===== src/rtl/mac_accumulate_stage.sv =====
// mac_accumulate_stage: accumulator stage behind the 8x8 multiplier tree.
// Sums LEN consecutive unsigned products and presents each sum on a held
// valid/ready output, together with an overflow flag. Wraps or saturates,
// depending on SAT.
//   clk, rst      rising-edge clock, synchronous active-high reset
//   clear         synchronous abort; drops any partial or held result
//   prod_in/prod_valid/prod_ready   product input handshake
//   acc_out/acc_valid/acc_ready     result output handshake
//   ovf           result overflowed ACC_W; qualified by acc_valid
//   busy          a partial sum is in progress
module mac_accumulate_stage #(
  parameter int unsigned PROD_W = 16,
  parameter int unsigned ACC_W  = 24,
  parameter int unsigned LEN    = 8,
  parameter int unsigned SAT    = 0
) (
  input  logic              clk,
  input  logic              rst,
  input  logic              clear,
  input  logic [PROD_W-1:0] prod_in,
  input  logic              prod_valid,
  output logic              prod_ready,
  output logic [ACC_W-1:0]  acc_out,
  output logic              acc_valid,
  input  logic              acc_ready,
  output logic              ovf,
  output logic              busy
);

  localparam int unsigned CNT_W = $clog2(LEN + 1);
  localparam int unsigned SUM_W = ACC_W + 1;

  typedef enum logic [1:0] {
    S_IDLE  = 2'd0,
    S_ACCUM = 2'd1,
    S_DONE  = 2'd2
  } state_e;

  state_e             state_q, state_d;
  logic [ACC_W-1:0]   acc_q, acc_d;
  logic [CNT_W-1:0]   cnt_q, cnt_d;
  logic               ovf_q, ovf_d;
  logic               prod_ready_q, prod_ready_d;
  logic               acc_valid_q, acc_valid_d;
  logic               busy_q, busy_d;

  logic               in_xfer;
  logic               out_xfer;
  logic [SUM_W-1:0]   sum;
  logic               carry;
  logic [CNT_W-1:0]   cnt_inc;

  assign in_xfer  = prod_valid & prod_ready_q;
  assign out_xfer = acc_valid_q & acc_ready;

  // One extra bit so the carry out of ACC_W is visible.
  assign sum     = SUM_W'(acc_q) + SUM_W'(prod_in);
  assign carry   = sum[ACC_W];
  assign cnt_inc = cnt_q + CNT_W'(1);

  // Next-state, datapath and decoded-output logic.
  always_comb begin
    state_d = state_q;
    acc_d   = acc_q;
    cnt_d   = cnt_q;
    ovf_d   = ovf_q;

    if (clear) begin
      state_d = S_IDLE;
      cnt_d   = '0;
      ovf_d   = 1'b0;
    end else begin
      unique case (state_q)
        S_IDLE: begin
          if (in_xfer) begin
            acc_d   = ACC_W'(prod_in);
            cnt_d   = CNT_W'(1);
            ovf_d   = 1'b0;
            state_d = (LEN == 1) ? S_DONE : S_ACCUM;
          end
        end
        S_ACCUM: begin
          if (in_xfer) begin
            cnt_d = cnt_inc;
            ovf_d = ovf_q | carry;
            // Once clamped, the sum stays at all-ones for the remaining terms.
            if ((SAT != 0) && (carry || ovf_q)) begin
              acc_d = '1;
            end else begin
              acc_d = sum[ACC_W-1:0];
            end
            if (cnt_inc == CNT_W'(LEN)) begin
              state_d = S_DONE;
            end
          end
        end
        S_DONE: begin
          if (out_xfer) begin
            state_d = S_IDLE;
          end
        end
        default: begin
          state_d = S_IDLE;
        end
      endcase
    end

    // Handshake and status flags follow the state they will sit beside.
    prod_ready_d = (state_d != S_DONE);
    acc_valid_d  = (state_d == S_DONE);
    busy_d       = (state_d == S_ACCUM);
  end

  // State and output registers.
  always_ff @(posedge clk) begin
    if (rst) begin
      state_q      <= S_IDLE;
      acc_q        <= '0;
      cnt_q        <= '0;
      ovf_q        <= 1'b0;
      prod_ready_q <= 1'b1;
      acc_valid_q  <= 1'b0;
      busy_q       <= 1'b0;
    end else begin
      state_q      <= state_d;
      acc_q        <= acc_d;
      cnt_q        <= cnt_d;
      ovf_q        <= ovf_d;
      prod_ready_q <= prod_ready_d;
      acc_valid_q  <= acc_valid_d;
      busy_q       <= busy_d;
    end
  end

  assign prod_ready = prod_ready_q;
  assign acc_out    = acc_q;
  assign acc_valid  = acc_valid_q;
  assign ovf        = ovf_q;
  assign busy       = busy_q;

endmodule


===== config.mk =====
export PLATFORM = sky130hd
export DESIGN_NAME = mac_accumulate_stage
export DESIGN_NICKNAME = d
export VERILOG_FILES = /design/src/rtl/mac_accumulate_stage.sv
export SDC_FILE = /design/constraint.sdc
export NUM_CORES = 1
export LEC_CHECK = 0
export BUFFER_PORTS_ARGS = -buffer_cell sky130_fd_sc_hd__buf_2
export CAP_MARGIN = 20
export CELL_PAD_IN_SITES_DETAIL_PLACEMENT = 1
export CELL_PAD_IN_SITES_GLOBAL_PLACEMENT = 2
export CORE_MARGIN = 2
export CORE_UTILIZATION = 33
export CTS_CLUSTER_DIAMETER = 50
export DETAILED_ROUTE_END_ITERATION = 16
export PLACE_DENSITY = 0.93
export RECOVER_POWER = 25
export SLEW_MARGIN = 20
export SYNTH_ARGS = -nofsm -noshare
export SYNTH_HDL_FRONTEND = slang
export SYNTH_SLANG_ARGS = --single-unit

===== constraint.sdc =====
create_clock -name clk -period 5.1 [get_ports clk]
set_input_delay 0.255 -clock clk [delete_from_list [all_inputs] [get_ports clk]]
set_output_delay 0.255 -clock clk [all_outputs]
set_load 0.02 [all_outputs]

==> results of run 1 <==
-- kinds of logic (layout without fill, tap and decap cells) --
family	after synthesis	after routing	share of synthesized area (%)
xor gates and xnor gates	16	16	6.04
adders and majority gates	18	18	10.0
DFF	34	34	29.3
buffers and inverters	19	64	3.18
AOI/OAI and AO/OA	97	97	27.9
and+or+nand+nor	115	115	23.1
muxes	1	1	0.432
-- worst max-delay path, stage by stage (launching register included) --
cell,delay [ns]
dfxtp_1,0.36
ha_1,0.20
inv_1,0.06
fa_1,0.37
nand2b_1,0.19
a21o_1,0.23
a31o_2,0.30
a211oi_1,0.29
xnor2_1,0.17
nor2_1,0.05
-- synth_stat cells (all sizes together) --
library cell,count
nor2,39
dfxtp,34
nand2,33
a21oi,28
ha,17
o21ai,17
a211oi,12
clkbuf,11
xnor2,11
a311oi,8
inv,7
nand3,7
o211ai,7
or3,7
a21o,6
and3,5
nand2b,5
nand4,5
nor3,5
xor2,5
a31oi,4
a2111oi,3
a31o,3
o21a,3
or2,3
a21boi,2
nor2b,2
a211o,1
a221o,1
a41oi,1
and2,1
buf,1
fa,1
mux2i,1
nand3b,1
nand4bb,1
nor4,1
o22ai,1
-- per-stage QoR --
stage               worst slack [ns]  utilization (%)
floorplan                       2.84                -
global placement                2.86             38.9
detailed placement              2.79             38.9
CTS                             2.78             40.5
global route                    2.65             40.3
finish                          2.77             40.3
-- state kept, by name, summed over array words and instances (netlist names) --
register / flops
ovf: 1
state_q: 2
prod_ready: 1
acc_valid: 1
busy: 1
cnt_q: 4
acc_out: 24
-- power groups by stage --
| stage | clock (W) | combinational (W) | sequential [W] |
|---|---|---|---|
| 2_1_floorplan | 0 | 0.000113 | 0.000299 |
| 4_1_cts | 0.000268 | 0.000169 | 0.000284 |
| 6_report | 0.000257 | 0.000167 | 0.000284 |
| 3_3_place_gp | 0 | 0.000165 | 0.000290 |
| 3_5_place_dp | 0 | 0.000168 | 0.000291 |
| 5_1_grt | 0.000279 | 0.000187 | 0.000286 |
-- cell usage in the layout, fill, tap and decap left out, drive strengths merged, types with 8 or more instances in the layout --
cell type  count
xnor2         11
o21ai         17
nor2          39
a311oi         8
buf           34
ha            17
nand2         33
clkbuf        20
dfxtp         34
a21oi         28
a211oi        12
-- layout make-up --
class                      instances  share of cell area (%)
clock buffer                       5                    2.52
clock inverter                     3                    1.65
inverter                           7                   0.961
multi-input combinational        247                    57.2
sequential                        34                    24.9
tap                               96                    4.39
timing repair buffer              49                    8.37
-- final timing paths --
kind                  to  slack (ns)  cells past startpoint
max          acc_out[20]        2.77                      9
min           acc_out[4]        0.24                      3
max reg2reg  acc_out[20]        2.77                      9
min reg2reg  acc_out[23]        0.49                      2
-- layer usage --
| layer | track usage, % | up-vias | wire (µm) |
|---|---|---|---|
| met5 | 0 | - | 0 |
| met1 | 23.8 | 1152 | 3230 |
| met4 | 4.48 | 0 | 33 |
| met3 | 3.39 | 2 | 194 |
| li1 | - | 1187 | - |
| met2 | 31.3 | 39 | 3250 |
==> impl_metrics.tcl, run 1 <==
set metrics [dict create \
    status "finished, final reports clean" \
    place_inst 433 \
    synth_area_leaders "dfxtp_1, ha_1, nor2_1" \
    dp_hpwl_um 5050 \
    setup-violations-final 0 \
    finalCritPeriodShare_pct 45.7 \
    cts_resized 0 \
    clock_path_buffers 2 \
    synth_seq_cells 34 \
    final_nets 383 \
    regArea_um2 681 \
    core_area_um2 6790 \
    cts_inserted_buffers 5 \
    min_from "prod_in[4]" \
    wirelength_um 6710 \
    gp_congestion 0.785 \
    worst-path-max-fanout 6 \
    cts_sinks 34 \
    arrival_ns 2.51 \
    final_hold_viol_count 0 \
    drt_iter0_drc 106 \
    grt_setup_unrepaired "false" \
    drive_above_1_share_pct 14.2 \
    fmax_ghz 0.429 \
    die_x_um 87.8 \
    synth_fp_nets 339 \
    insertion_delay_ns 0.29 \
    ir_drop_mv 0.107 \
    pin_count 49 \
    slew_headroom_pct 31.8 \
    multiInputGateArea_um2 1570 \
    syn_avg_cell_area_um2 7.73 \
    slew_violations 0 \
    rows 30 \
    syn_to_final_growth_pct 17.9 \
    grt_pass1_vias 2398 \
    cts_htree_levels 2 \
    power_density_nw_per_um2 259 \
    finalNonFillerCells 441 \
    post_dp_cell_area_um2 2640 \
    root_buffer "clkbuf_8" \
    syn_area_um2 2320 \
    yosysWarnings 0 \
    grt_max_degree 24 \
    cts_tree "yes" \
    postCtsHoldBufs 0 \
    overflow 0 \
    synth_largest_area_cell "dfxtp_1" \
    ys_seq_area_share_pct 29.3 \
    max_cap_viol_count 0 \
    yosysTopAreaCellShare_pct 29.3 \
    synthCells 300 \
    holdWs_ns 0.243 \
    swShare_pct 31.7 \
    drc 0 \
    tightest_slew_ns 1.02 \
    routedWlPerCell_um 15.2 \
    grt_usage_pct 18.3 \
    dieArea_um2 7720 \
    critPathLaunch "acc_out[0]" \
    synthDistinctLibCells 46 \
    p_switching_w 0.000224 \
    grt_pass1_wl_um 11300 \
    initial_core_util_pct 34.1 \
    fillers 870 \
    worstPathRequired_ns 5.28 \
    vias_per_cell 5.40 \
    fin_tns_setup_ns 0 \
    die_h_um 87.8 \
    p_comb_share_pct 23.5 \
    start_kind "flop" \
    cp-end-kind "flop" \
    post_cts_buffers 0 \
    skew_ns 0.00328 \
    critPathKind "flop to flop" \
    dr.pass1.iters 4 \
    clockPowerShare_pct 36.3 \
    finalPower_w 0.000708 \
    p_int_w 0.000484 \
    min_path_type "input pin to flop" \
    fin_area_um2 2740 \
    p_seq_share_pct 40.2 \
    ant_nets 0 \
    vias 2380 \
    layout_min_cycle_time_ns 2.33 \
    p_leak_nw 1.09 \
    reg2reg_from "acc_out[0]" \
    antenna_found_initial 0 \
    diodes 0 \
    clk_pin_slew_ns 0.08 \
    numPortBuffers 48 \
]
Power figures use the tool's default switching activity.
==> run 2: changes to the inputs <==
--- a/config.mk
+++ b/config.mk
@@ -10,10 +10,10 @@
 export CELL_PAD_IN_SITES_DETAIL_PLACEMENT = 1
 export CELL_PAD_IN_SITES_GLOBAL_PLACEMENT = 2
 export CORE_MARGIN = 2
-export CORE_UTILIZATION = 33
+export CORE_UTILIZATION = 31
 export CTS_CLUSTER_DIAMETER = 50
 export DETAILED_ROUTE_END_ITERATION = 16
-export PLACE_DENSITY = 0.93
+export PLACE_DENSITY = 0.88
 export RECOVER_POWER = 25
 export SLEW_MARGIN = 20
 export SYNTH_ARGS = -nofsm -noshare
==> constraint.sdc (replaced) <==
create_clock -name clk -period 2.4 [get_ports clk]
set_input_delay 0.12 -clock clk [delete_from_list [all_inputs] [get_ports clk]]
set_output_delay 0.12 -clock clk [all_outputs]
set_load 0.02 [all_outputs]
==> impl_metrics.tcl, run 2 (same netlist as run 1, synthesis figures left out) <==
set metrics [dict create \
    status "finished, final reports clean" \
    routedWlPerCell_um 15.7 \
    route.met2.wl_um 3390 \
    ir_drop_mv 0.233 \
    cts_tree "yes" \
    overflow 0 \
    drive_above_1_share_pct 16.8 \
    postCtsHoldBufs 0 \
    critPathKind "flop to flop" \
    final_nets 389 \
    wirelength_um 7070 \
    cts_sinks 34 \
    post-place-ws_ns 0.0839 \
    dieArea_um2 8190 \
    pin_count 49 \
    dr.pass1.iters 4 \
    clock_path_buffers 2 \
    power_density_nw_per_um2 586 \
    die_x_um 90.5 \
    fin_tns_setup_ns 0 \
    final_hold_viol_count 0 \
    root_buffer "clkbuf_8" \
    worstPathRequired_ns 2.60 \
    met1_length_um 3350 \
    wl_met3_um 215 \
    syn_to_final_growth_pct 22.2 \
    core_area_um2 7250 \
    setup-violations-final 0 \
    arrival_ns 2.43 \
    slew_violations 0 \
    largest_reg_flops 24 \
    insertion_delay_ns 0.30 \
    layout_min_cycle_time_ns 2.23 \
    grt_pass1_wl_um 12100 \
    setup_ws_ns 0.170 \
    rows 31 \
    diodes 0 \
    max_cap_viol_count 0 \
    die_h_um 90.5 \
    p_leak_nw 1.15 \
    grt_max_degree 21 \
    vias_per_cell 5.36 \
    finalCritPeriodShare_pct 92.9 \
    cts_inserted_buffers 5 \
    cp-end-kind "flop" \
    top_layer_used "met4" \
    layout_commonest_cell "nor2_1" \
    min_path_type "input pin to flop" \
    dp_hpwl_um 5350 \
    vias 2411 \
    antenna_found_initial 0 \
    drt_iter0_drc 53 \
    slew_headroom_pct 63.8 \
    tightest_slew_ns 0.541 \
    grt_usage_pct 17.9 \
    clk_pin_slew_ns 0.08 \
    gp_congestion 0.811 \
    grt_setup_unrepaired "false" \
    cts_htree_levels 2 \
    grt_pass1_vias 2588 \
    skew_ns 0.00759 \
    finalPower_w 0.00166 \
    worst-path-max-fanout 6 \
    start_kind "flop" \
    layout_common_cells "nor2_1, dfxtp_1, nand2_1, buf_2, a21oi_1" \
    numPortBuffers 48 \
    fmax_ghz 0.448 \
    initial_core_util_pct 32.0 \
    ant_nets 0 \
    drc 0 \
]
-- run 2: repair_timing --
item / CTS / global route
setup buffers: 0 / 1
gates resized for setup: 0 / 5
setup endpoints to repair: 0 / 5
-- run 2: routing by layer --
layer  vias to the layer above  GRT usage (%)
met4                         0           6.54
li1                       1200              -
met3                        10           2.42
met5                         -              0
met2                        41           31.4
met1                      1160           22.3
-- run 2: report_power, final --
part / switching [W] / internal, W
clock: 0.000240 / 0.000444
combinational: 0.000231 / 0.000143
sequential: 0.0000191 / 0.000585
-- run 2: stage by stage --
step	utilization [%]	hold WS, ns	instances	area [µm²]
global route	39.1	0.117	450	2840
finish	39.1	0.102	450	2840
global placement	37.0	0.404	441	2680
CTS	38.9	0.0981	449	2820
detailed placement	37.0	0.413	441	2680
floorplan	-	0.279	300	2320
-- run 2: final timing paths --
kind,start,to,slack (ns),cells past startpoint
hold / removal,prod_in[3],acc_out[3],0.10,3
setup reg to reg,acc_out[0],acc_out[22],0.17,9
hold reg to reg,acc_out[8],acc_out[8],0.50,2
setup / recovery,acc_out[0],acc_out[22],0.17,9
-- run 2: final cells by class --
class | instances | area [µm²]
Clock buffer | 6 | 82.6
Clock inverter | 2 | 60.1
Fill cell | 921 | 4420
Inverter | 7 | 26.3
Multi-Input combinational cell | 247 | 1590
Sequential cell | 34 | 681
Tap cell | 99 | 124
Timing Repair Buffer | 55 | 274
-- run 2: critical path: stages (launching register included) --
cell,delay [ns]
dfxtp_1,0.35
ha_2,0.20
inv_1,0.06
fa_1,0.38
nand2b_4,0.16
a21o_1,0.23
a31o_4,0.27
a211oi_1,0.27
xnor2_1,0.16
nor2_1,0.05
